==> config.mk <==
export PLATFORM = sky130hd
export DESIGN_NAME = frame_reader
export DESIGN_NICKNAME = d
export VERILOG_FILES = /design/src/rtl/frame_reader.sv
export SDC_FILE = /design/constraint.sdc
export NUM_CORES = 1
export LEC_CHECK = 0
export CORE_ASPECT_RATIO = 1.2
export CORE_MARGIN = 2
export CORE_UTILIZATION = 57
export CTS_CLUSTER_DIAMETER = 40
export DETAILED_ROUTE_END_ITERATION = 7
export PLACE_DENSITY_LB_ADDON = 0.2
export SLEW_MARGIN = 20
export SYNTH_ARGS = -nofsm -noshare
export SYNTH_HDL_FRONTEND = slang
export SYNTH_SLANG_ARGS = --single-unit
==> constraint.sdc <==
create_clock -name clk -period 4 [get_ports clk]
set_input_delay 0.4 -clock clk [delete_from_list [all_inputs] [get_ports clk]]
set_output_delay 0.4 -clock clk [all_outputs]
set_load 0.005 [all_outputs]
==> src/rtl/frame_reader.sv <==
// frame_reader: streams a SRC_W x SRC_H frame from a synchronous-read buffer, upscaled by SCALE on both axes.
// Latency: first m_valid 2 cycles after start is sampled; 1 pixel/cycle while m_ready is high.
// Backpressure: 2-entry output FIFO; a read issues only if FIFO + in-flight stays below 2, so addr holds when stalled.
// Option: define FRAME_READER_FREERUN_EN to stream frames back to back (no DRAIN/IDLE, done never pulses).
module frame_reader #(
  parameter int SRC_W      = 320,
  parameter int SRC_H      = 240,
  parameter int SCALE      = 2,
  parameter int ADDR_WIDTH = 17,
  parameter int DATA_WIDTH = 12
) (
  input  logic                  clk,
  input  logic                  rst,
  input  logic                  start,
  output logic [ADDR_WIDTH-1:0] addr,
  input  logic [DATA_WIDTH-1:0] data,
  output logic                  m_valid,
  input  logic                  m_ready,
  output logic [DATA_WIDTH-1:0] m_data,
  output logic                  m_sof,
  output logic                  m_eol,
  output logic                  busy,
  output logic                  done
);

  localparam int OUT_W = SRC_W * SCALE;
  localparam int OUT_H = SRC_H * SCALE;
  localparam int XW    = $clog2(OUT_W + 1);
  localparam int YW    = $clog2(OUT_H + 1);
  localparam int SW    = $clog2(SCALE + 1);
  localparam logic [XW-1:0] X_LAST = XW'(OUT_W - 1);
  localparam logic [YW-1:0] Y_LAST = YW'(OUT_H - 1);
  localparam logic [SW-1:0] S_LAST = SW'(SCALE - 1);
  localparam logic [ADDR_WIDTH-1:0] ROW_STEP = ADDR_WIDTH'(SRC_W);

  typedef enum logic [1:0] {S_IDLE, S_RUN, S_DRAIN} state_t;

  state_t                r_state, w_next_state;
  logic [ADDR_WIDTH-1:0] r_addr, r_row_base;
  logic [XW-1:0]         r_x;
  logic [YW-1:0]         r_y;
  logic [SW-1:0]         r_sx, r_sy;
  logic                  r_inflight, r_inf_sof, r_inf_eol;
  logic [1:0]            r_cnt;
  logic [DATA_WIDTH+1:0] r_q0, r_q1;
  logic                  r_done;
  logic                  w_pop, w_issue, w_fin, w_last_pix;
  logic [2:0]            w_level;
  logic [DATA_WIDTH+1:0] w_in;

  // FIFO entry = {pixel, sof, eol}; the flags travel with the read they were issued for
  assign w_in       = {data, r_inf_sof, r_inf_eol};
  assign w_pop      = (r_cnt != 2'd0) && m_ready;
  // occupancy after this cycle, counting the read landing now and the beat leaving now
  assign w_level    = {1'b0, r_cnt} + {2'b00, r_inflight} - {2'b00, w_pop};
  assign w_last_pix = (r_x == X_LAST) && (r_y == Y_LAST);

  assign addr    = r_addr;
  assign m_valid = (r_cnt != 2'd0);
  assign m_data  = r_q0[DATA_WIDTH+1:2];
  assign m_sof   = r_q0[1];
  assign m_eol   = r_q0[0];
  assign done    = r_done;

  // State register and done pulse (done follows the final acceptance by one cycle)
  always_ff @(posedge clk or posedge rst) begin
    if (rst) begin
      r_state <= S_IDLE;
      r_done  <= 1'b0;
    end else begin
      r_state <= w_next_state;
      r_done  <= w_fin;
    end
  end

  // Next state, read-issue decision and busy
  always_comb begin
    w_next_state = r_state;
    w_issue      = 1'b0;
    w_fin        = 1'b0;
    busy         = (r_state != S_IDLE);
    case (r_state)
      S_IDLE: begin
        if (start) w_next_state = S_RUN;
      end
      S_RUN: begin
        w_issue = (w_level < 3'd2);
        if (w_issue && w_last_pix) begin
`ifdef FRAME_READER_FREERUN_EN
          w_next_state = S_RUN;
`else
          w_next_state = S_DRAIN;
`endif
        end
      end
      S_DRAIN: begin
        // no reads left to issue: the only remaining beat is the last of the frame
        if (w_pop && (r_cnt == 2'd1) && !r_inflight) begin
          w_next_state = S_IDLE;
          w_fin        = 1'b1;
        end
      end
      default: w_next_state = S_IDLE;
    endcase
  end

  // Raster counters and address generation; row base steps by SRC_W every SCALE lines
  always_ff @(posedge clk or posedge rst) begin
    if (rst) begin
      r_addr     <= '0;
      r_row_base <= '0;
      r_x        <= '0;
      r_y        <= '0;
      r_sx       <= '0;
      r_sy       <= '0;
      r_inflight <= 1'b0;
      r_inf_sof  <= 1'b0;
      r_inf_eol  <= 1'b0;
    end else begin
      r_inflight <= w_issue;
      if (w_issue) begin
        r_inf_sof <= (r_x == '0) && (r_y == '0);
        r_inf_eol <= (r_x == X_LAST);
        if (r_x == X_LAST) begin
          r_x  <= '0;
          r_sx <= '0;
          if (r_y == Y_LAST) begin
            r_y        <= '0;
            r_sy       <= '0;
            r_row_base <= '0;
            r_addr     <= '0;
          end else begin
            r_y <= r_y + YW'(1);
            if (r_sy == S_LAST) begin
              r_sy       <= '0;
              r_row_base <= r_row_base + ROW_STEP;
              r_addr     <= r_row_base + ROW_STEP;
            end else begin
              r_sy   <= r_sy + SW'(1);
              r_addr <= r_row_base;
            end
          end
        end else begin
          r_x <= r_x + XW'(1);
          if (r_sx == S_LAST) begin
            r_sx   <= '0;
            r_addr <= r_addr + ADDR_WIDTH'(1);
          end else begin
            r_sx <= r_sx + SW'(1);
          end
        end
      end
    end
  end

  // Two-entry output FIFO; head entry drives the output port directly
  always_ff @(posedge clk or posedge rst) begin
    if (rst) begin
      r_cnt <= 2'd0;
      r_q0  <= '0;
      r_q1  <= '0;
    end else begin
      case ({r_inflight, w_pop})
        2'b10: begin
          if (r_cnt == 2'd0) r_q0 <= w_in;
          else               r_q1 <= w_in;
          r_cnt <= r_cnt + 2'd1;
        end
        2'b01: begin
          r_q0  <= r_q1;
          r_cnt <= r_cnt - 2'd1;
        end
        2'b11: begin
          if (r_cnt == 2'd1) begin
            r_q0 <= w_in;
          end else begin
            r_q0 <= r_q1;
            r_q1 <= w_in;
          end
        end
        default: ;
      endcase
    end
  end

endmodule
==> run summary, run 1 <==
- sky130_fd_sc_hd__clkbuf_8 — master cell of the clock root buffer
- 57 — unique cell type count in the Yosys netlist
- 104 µm — die span in y
- 0.0914 — share of final-layout standard cells stronger than drive strength 1
- 9160 µm² — DIE AREA
- 5580 µm² — Final Cell Area
- 512 — Syn Nets
- 9.84 µm² — syn_area_per_cell
- 37 — largest net degree at the start of global routing
- 87.7 µm — Die Wd
- flip-flop — type of element launching the critical path
- 93 — Seq cells post-synth
- 3 — H-tree Lvls
- 10,600 µm — final WL
- sky130_fd_sc_hd__dfrtp_1 — most frequent standard cell in the layout excluding fill and tap cells
- 0.0112 ns — clk_skew
- 487 — gate count of the mapped netlist
- inv_1 -> ha_1 -> inv_1 -> nand2_1 -> nor2_1 -> o21ai_0 -> fa_1 -> xnor2_1 -> nand3_1 -> inv_1 -> nand2_1 -> o21ai_0 -> o21ai_0 — series of cell instances along the critical path
- flip-flop — Critical Path End Type
- 0 — DRC violation count after routing
- 50 — number of top-level pins
- 297 MHz — fmax
- 0.42 ns — Max stage delay on crit path
- 93 — CTS sink count
- 0.0621 — proportion of synthesized area in mux cells
- 17,700 µm — wire length of the first global-routing pass
- 1.00 — asr flop ratio synth
- 0.632 ns — worst path setup slack after routing
- 0 — endpoints failing hold
- 13 — highest fanout seen on the critical path
- 5.96 — via count normalized by instance count
- yes — clock tree from TritonCTS
- sky130_fd_sc_hd__dfrtp_1 — Crit-path slowest cell
- 0 — number of antenna diodes
- sky130_fd_sc_hd__dfrtp_1 — Synth Flop Type
- 0.842 — final period utilization
- 3.61 ns — Worst EP arrival
- 555 nW/µm² — PwrDens
- 8150 µm² — Core Region
- 0 — number of synthesized flops with an enable pin
- 4.24 ns — Worst Path Required
- 0.0493 — xor and xnor area share after synthesis
- 0.378 ns — hold slack
- false — setup repair after global routing missed its margin
- 680 — # fillers
- 0.245 — total track usage
- flip-flop to flip-flop — type of the setup path with the least slack
- 0.922 — global placement routability congestion
- 0 — remaining global-route overflow
- 556 — number of nets in the layout
- 0.339 — relative slew slack
- 0 — maxcap violations
- 3,804 — via count of the first global-routing pass
- 5360 µm² — Post-Place Cell Area
- 16.3 µm — Avg WL per Cell
- 3,877 — via count
- 49 — Buffers on Ports
- 0 ns — setup TNS
- 2330 µm² — sequential standard cell area
- 2.41 nW — P_leak
- simple AND/OR/NAND/NOR gates — dominant combinational cell family by area after synthesis
- 0.576 ns — Place WS
- 4790 µm² — netlist area before placement
- 0 — remaining number of nets flagged by the antenna check after routing
- 2 — clk buf depth
- 0 — antenna violations before repair
- 0.000344 V — worst IR drop on VDD
- sky130_fd_sc_hd__dfrtp_1, sky130_fd_sc_hd__nand2_1, sky130_fd_sc_hd__clkdlybuf4s50_1 — most frequent cells in the layout
- 2300 µm² — combined area of the multi-input logic cells
- 0.0251 — adder-cell share of the synthesized area
- met2 — Top Usage Layer GRT
- 0.10 ns — clk slew on worst S/H paths
- 650 — Final Instance Count excl. Fillers
- 0 — buffer count from post-CTS setup fixing
- 5 — Pre-antenna DRT Iters
- 0.486 — sequential cell area fraction in the yosys report
- 36 — Std-Cell Rows
- completed — result of the run
- primary input to async pin — type of the most critical hold path
- 0 — CTS-repair resized insts
- 208 — DRT iter0 DRCs
- 0.127 — Synth Area in Compound Gates
- 634 — instance count after placement with tap cells included
- 16.5% — Area growth, synth to finish
- 0.0508 — met3 layer usage reported by global route
- 0 — warnings from Yosys
- 0.315 — met1 global-route usage
- 0.406 — GRT met2 Usage
- 0.37 ns — insertion delay to the later sink of the worst-skew pair
- 0 — Post-CTS Hold Buffers
- 0 — number of max-slew violations in the final report
- 0.214 — Synth Area in Simple Gates
- 0 — final setup violation count
- 0.588 — initial cell density of the core
- 9 — number of clock buffers inserted by TritonCTS
- 7300 µm — HPWL Detailed
- 0.992 ns — measured slew at the worst slew-check pin
- 3.37 ns — shortest clock period the worst path allows after layout
[worst paths after layout]
check | start | end | slack, ns | cells after the start
min reg2reg | r_q0[10]$_DFFE_PP0P_ | r_q0[10]$_DFFE_PP0P_ | 0.48 | 2
min in group clk | r_q0[10]$_DFFE_PP0P_ | r_q0[10]$_DFFE_PP0P_ | 0.48 | 2
max | r_cnt[1]$_DFFE_PP0P_ | r_row_base[8]$_DFFE_PP0P_ | 0.63 | 13
max in group asynchronous | rst | r_q0[6]$_DFFE_PP0P_ | 2.76 | 3
max reg2reg | r_cnt[1]$_DFFE_PP0P_ | r_row_base[8]$_DFFE_PP0P_ | 0.63 | 13
min | rst | r_row_base[9]$_DFFE_PP0P_ | 0.38 | 2
[per-stage QoR]
stage / utilization / total power, W
after floorplan: - / 0.00202
after global placement: 0.657 / 0.00236
after detailed placement: 0.658 / 0.00241
after CTS: 0.685 / 0.00312
after global routing: 0.685 / 0.00330
final: 0.685 / 0.00310
[report_power, final]
part	internal (W)	leakage, nW	switching [W]
combinational	0.000496	1.10	0.000601
sequential	0.00114	1.21	0.000159
clock	0.000359	0.111	0.000349
[cells by family (layout without fill, tap and decap cells)]
family	after synthesis	count (layout)
AOI/OAI and AO/OA	101	101
xor gates and xnor gates	27	27
adders and majority gates	9	9
buffers and inverters	36	85
DFF	93	93
muxes	28	28
and+or+nand+nor	193	193
[flip-flops by register name, summed over array words and instances (netlist names)]
| register | flops |
|---|---|
| r_state | 2 |
| r_inf_eol | 1 |
| r_row_base | 17 |
| r_q0 | 14 |
| r_q1 | 14 |
| r_sy | 2 |
| r_x | 10 |
| r_cnt | 2 |
| done | 1 |
| r_inflight | 1 |
| r_sx | 2 |
| r_inf_sof | 1 |
| r_y | 9 |
| addr | 17 |
[synth_stat cells (6+ instances only)]
library cell               instances  area (µm²)
sky130_fd_sc_hd__ha_1              8         100
sky130_fd_sc_hd__nand2_1          56         210
sky130_fd_sc_hd__mux2_2           14         158
sky130_fd_sc_hd__inv_1            14        52.6
sky130_fd_sc_hd__and4_1            6        52.6
sky130_fd_sc_hd__nor2_1           30         113
sky130_fd_sc_hd__nor3_1           12        60.1
sky130_fd_sc_hd__xor2_1            9        78.8
sky130_fd_sc_hd__a31oi_1           8        50.1
sky130_fd_sc_hd__o21ai_0          45         225
sky130_fd_sc_hd__a21oi_1          21         105
sky130_fd_sc_hd__nand4_1           9        56.3
sky130_fd_sc_hd__nor4_1           11        68.8
sky130_fd_sc_hd__dfrtp_1          93        2330
sky130_fd_sc_hd__nor2b_1          10        62.6
sky130_fd_sc_hd__nand3_1          24         120
sky130_fd_sc_hd__mux2i_1          14         140
sky130_fd_sc_hd__xnor2_1          18         158
sky130_fd_sc_hd__clkbuf_1         13        48.8
[critical path: cells and delay by family, from the launching register on]
| kind | cells | cell delay (ns) |
|---|---|---|
| AND/OR/NAND/NOR | 4 | 0.89 |
| adder cells (fa/ha/maj) | 2 | 0.66 |
| AO/OA/AOI/OAI | 3 | 0.55 |
| buffers and inverters | 3 | 0.48 |
| flip-flops | 1 | 0.42 |
| XOR/XNOR | 1 | 0.25 |
[layout make-up]
class,count,area share
repair buffers,55,0.0959
clock buffers,10,0.0229
inverters,14,0.00963
multi-input cells,358,0.412
clock inverters,6,0.0170
well taps,114,0.0255
flip-flops and latches,93,0.417
[metal layers]
metal  part of all wire  vias up
met4              0.023        0
met1               0.43     1899
li1                   -     1835
met5                  0        -
met2               0.50      121
met3              0.051       22
No activity file was read; power rests on OpenSTA's default activity.
==> run 2, diff against run 1 <==
--- a/config.mk
+++ b/config.mk
@@ -7,7 +7,7 @@
 export LEC_CHECK = 0
 export CORE_ASPECT_RATIO = 1.2
 export CORE_MARGIN = 2
-export CORE_UTILIZATION = 57
+export CORE_UTILIZATION = 51
 export CTS_CLUSTER_DIAMETER = 40
 export DETAILED_ROUTE_END_ITERATION = 7
 export PLACE_DENSITY_LB_ADDON = 0.2
==> constraint.sdc (replaced) <==
create_clock -name clk -period 3.01 [get_ports clk]
set_input_delay 0.301 -clock clk [delete_from_list [all_inputs] [get_ports clk]]
set_output_delay 0.301 -clock clk [all_outputs]
set_load 0.005 [all_outputs]
==> run 2 against run 1 <==
  * Cell count rose by 2.0%
  * Highest routed layer unchanged
  * Via count decreased by 2.2%
  * Worst hold slack got worse by 0.047 ns
  * Sequential share of layout area decreased by 0.53 points
  * Die area is 11% higher
  * Critical endpoint is now r_sy[1]$_DFFE_PP0P_
  * Clock skew about the same
  * Final area increased by 1.3%
  * First-iteration DRC count shrank 13%
==> run summary, run 2 (same netlist as run 1, synthesis figures left out) <==
- completed — result of the run
- 0.00411 W — power after layout
- r_sy[1]$_DFFE_PP0P_ — crit path capture
- r_sy[1]$_DFFE_PP0P_ — worst reg2reg endpoint
- inv_1 -> ha_1 -> inv_1 -> nand2_1 -> nor2_1 -> o21ai_0 -> fa_1 -> xnor2_2 -> buf_4 -> nand2_1 -> nor3_1 -> and2_4 -> a211oi_1 — series of cell instances along the critical path
- 0 — number of max-slew violations in the final report
- sky130_fd_sc_hd__dfrtp_1 — most frequent standard cell in the layout excluding fill and tap cells
- sky130_fd_sc_hd__dfrtp_1, sky130_fd_sc_hd__nand2_1, sky130_fd_sc_hd__clkdlybuf4s50_1 — most frequent cells in the layout
- primary input to async pin — type of the most critical hold path
- 0.00258 W — cell-internal power
- sky130_fd_sc_hd__clkbuf_8 — master cell of the clock root buffer
- 0.292 — met1 global-route usage
- 18.0% — Area growth, synth to finish
- flip-flop — type of element launching the critical path
- 0.224 — total track usage
- 2 — clk buf depth
- 0.372 — switching share of total power
- 110 µm — die span in y
- 0.898 — global placement routability congestion
- 0.331 ns — hold slack
- 50 — number of top-level pins
- 0 — remaining number of nets flagged by the antenna check after routing
- 15 — highest fanout seen on the critical path
- 0 — number of antenna diodes
- 49 — Buffers on Ports
- 0 — final setup violation count
- r_cnt[0]$_DFFE_PP0P_ — startpoint of the most critical register-to-register path
- flip-flop — Critical Path End Type
- 17,800 µm — wire length of the first global-routing pass
- 0.832 ns — measured slew at the worst slew-check pin
- 3,699 — via count of the first global-routing pass
- 564 — number of nets in the layout
- 10,200 µm² — DIE AREA
- yes — clock tree from TritonCTS
- 0.000463 V — worst IR drop on VDD
- 0.118 — share of final-layout standard cells stronger than drive strength 1
- 0 — DRC violation count after routing
- 10,700 µm — final WL
- 5 — Pre-antenna DRT Iters
- 0 — remaining global-route overflow
- 2.45 nW — P_leak
- 0 — antenna violations before repair
- 0.444 — relative slew slack
- 0.0310 ns — Place WS
- 0.0114 ns — clk_skew
- 38 — Std-Cell Rows
- 0.179 — share of power burned in the clock network
- 94 — largest net degree at the start of global routing
- 727 nW/µm² — PwrDens
- flip-flop to flip-flop — type of the setup path with the least slack
- 13 — Worst R2R Path Depth
- 0 — maxcap violations
- 3.26 ns — Worst Path Required
- 0.43 ns — Max stage delay on crit path
- 3.09 ns — Worst EP arrival
- 93 — CTS sink count
- 9080 µm² — Core Region
- r_cnt[0]$_DFFE_PP0P_ — Setup crit start
- 92.5 µm — Die Wd
- 0.09 ns — clk slew on worst S/H paths
- 7200 µm — HPWL Detailed
- 0.00153 W — net switching component of the power
- 0.17 ns — setup slack of the most critical reg-to-reg path
- 0.944 — final period utilization
- 0.168 ns — worst path setup slack after routing
- 16.1 µm — Avg WL per Cell
- 0.402 — fraction of power consumed by combinational cells
- 0.37 ns — insertion delay to the later sink of the worst-skew pair
- 2.84 ns — shortest clock period the worst path allows after layout
- 0.0387 — met3 layer usage reported by global route
- 0.418 — sequential cell fraction of total power
- 3,793 — via count
- 0.528 — initial cell density of the core
- met2 — Top Usage Layer GRT
- 0 — endpoints failing hold
- 3 — H-tree Lvls
- 9 — number of clock buffers inserted by TritonCTS
- 0 — Post-CTS Hold Buffers
- 5.72 — via count normalized by instance count
- 0.370 — GRT met2 Usage
- 352 MHz — fmax
- 182 — DRT iter0 DRCs
- sky130_fd_sc_hd__fa_1 — Crit-path slowest cell
[run 2: cell count changes in the layout (fill, tap and decap cells not counted), sizes merged]
| cell | change |
|---|---|
| clkinv | +2 |
| bufinv | -2 |
| buf | +8 |
| clkbuf | -1 |
| clkinvlp | +1 |
| inv | -1 |
[run 2: final cells by class]
type	instances	area [µm²]
Fill cell	785	3430
Multi-Input combinational cell	358	2350
Sequential cell	93	2330
Timing Repair Buffer	63	612
Tap cell	120	150
Clock buffer	9	124
Inverter	14	53.8
Clock inverter	6	40.0
[run 2: worst min path at each step]
stage | to | slack (ns) | cells after the start
floorplan | r_q1[10]$_DFFE_PP0P_ | 0.45 | 1
global placement | r_q0[7]$_DFFE_PP0P_ | 0.46 | 2
detailed placement | r_q0[2]$_DFFE_PP0P_ | 0.47 | 2
CTS | r_q1[13]$_DFFE_PP0P_ | 0.39 | 3
global route | r_q1[13]$_DFFE_PP0P_ | 0.41 | 3
finish | r_q0[13]$_DFFE_PP0P_ | 0.33 | 3
[run 2: per-layer routing]
metal | up-vias | wire, µm
met5 | - | 0
met4 | 0 | 204
met3 | 17 | 416
met2 | 99 | 5180
met1 | 1827 | 4870
li1 | 1850 | -
[run 2: power groups by stage]
| stage | registers (W) | logic (W) | clock network, W |
|---|---|---|---|
| floorplan | 0.00169 | 0.00100 | 0 |
| CTS | 0.00172 | 0.00156 | 0.000759 |
| finish | 0.00172 | 0.00165 | 0.000737 |
| detailed placement | 0.00175 | 0.00155 | 0 |
| global route | 0.00175 | 0.00183 | 0.000808 |
| global placement | 0.00173 | 0.00150 | 0 |
[run 2: repair_timing]
action	in CTS	in global routing
buffers inserted	0	1
gates resized for setup	0	11
setup endpoints to repair	0	42
[run 2: critical path: cells and delay by family, from the launching register on]
family	cells	cell delay [ns]
AOI/OAI and AO/OA	2	0.20
xor gates and xnor gates	1	0.24
adders and majority gates	2	0.68
buffers and inverters	3	0.32
DFF	1	0.41
and+or+nand+nor	5	0.86
[run 2: stage by stage]
step / TNS [ns] / area (µm²) / util / std cells
global route: -0.0769 / 5660 / 0.623 / 663
finish: 0 / 5660 / 0.623 / 663
CTS: 0 / 5600 / 0.616 / 662
detailed placement: 0 / 5430 / 0.598 / 647
global placement: 0 / 5430 / 0.598 / 647
floorplan: 0 / 4800 / - / 487
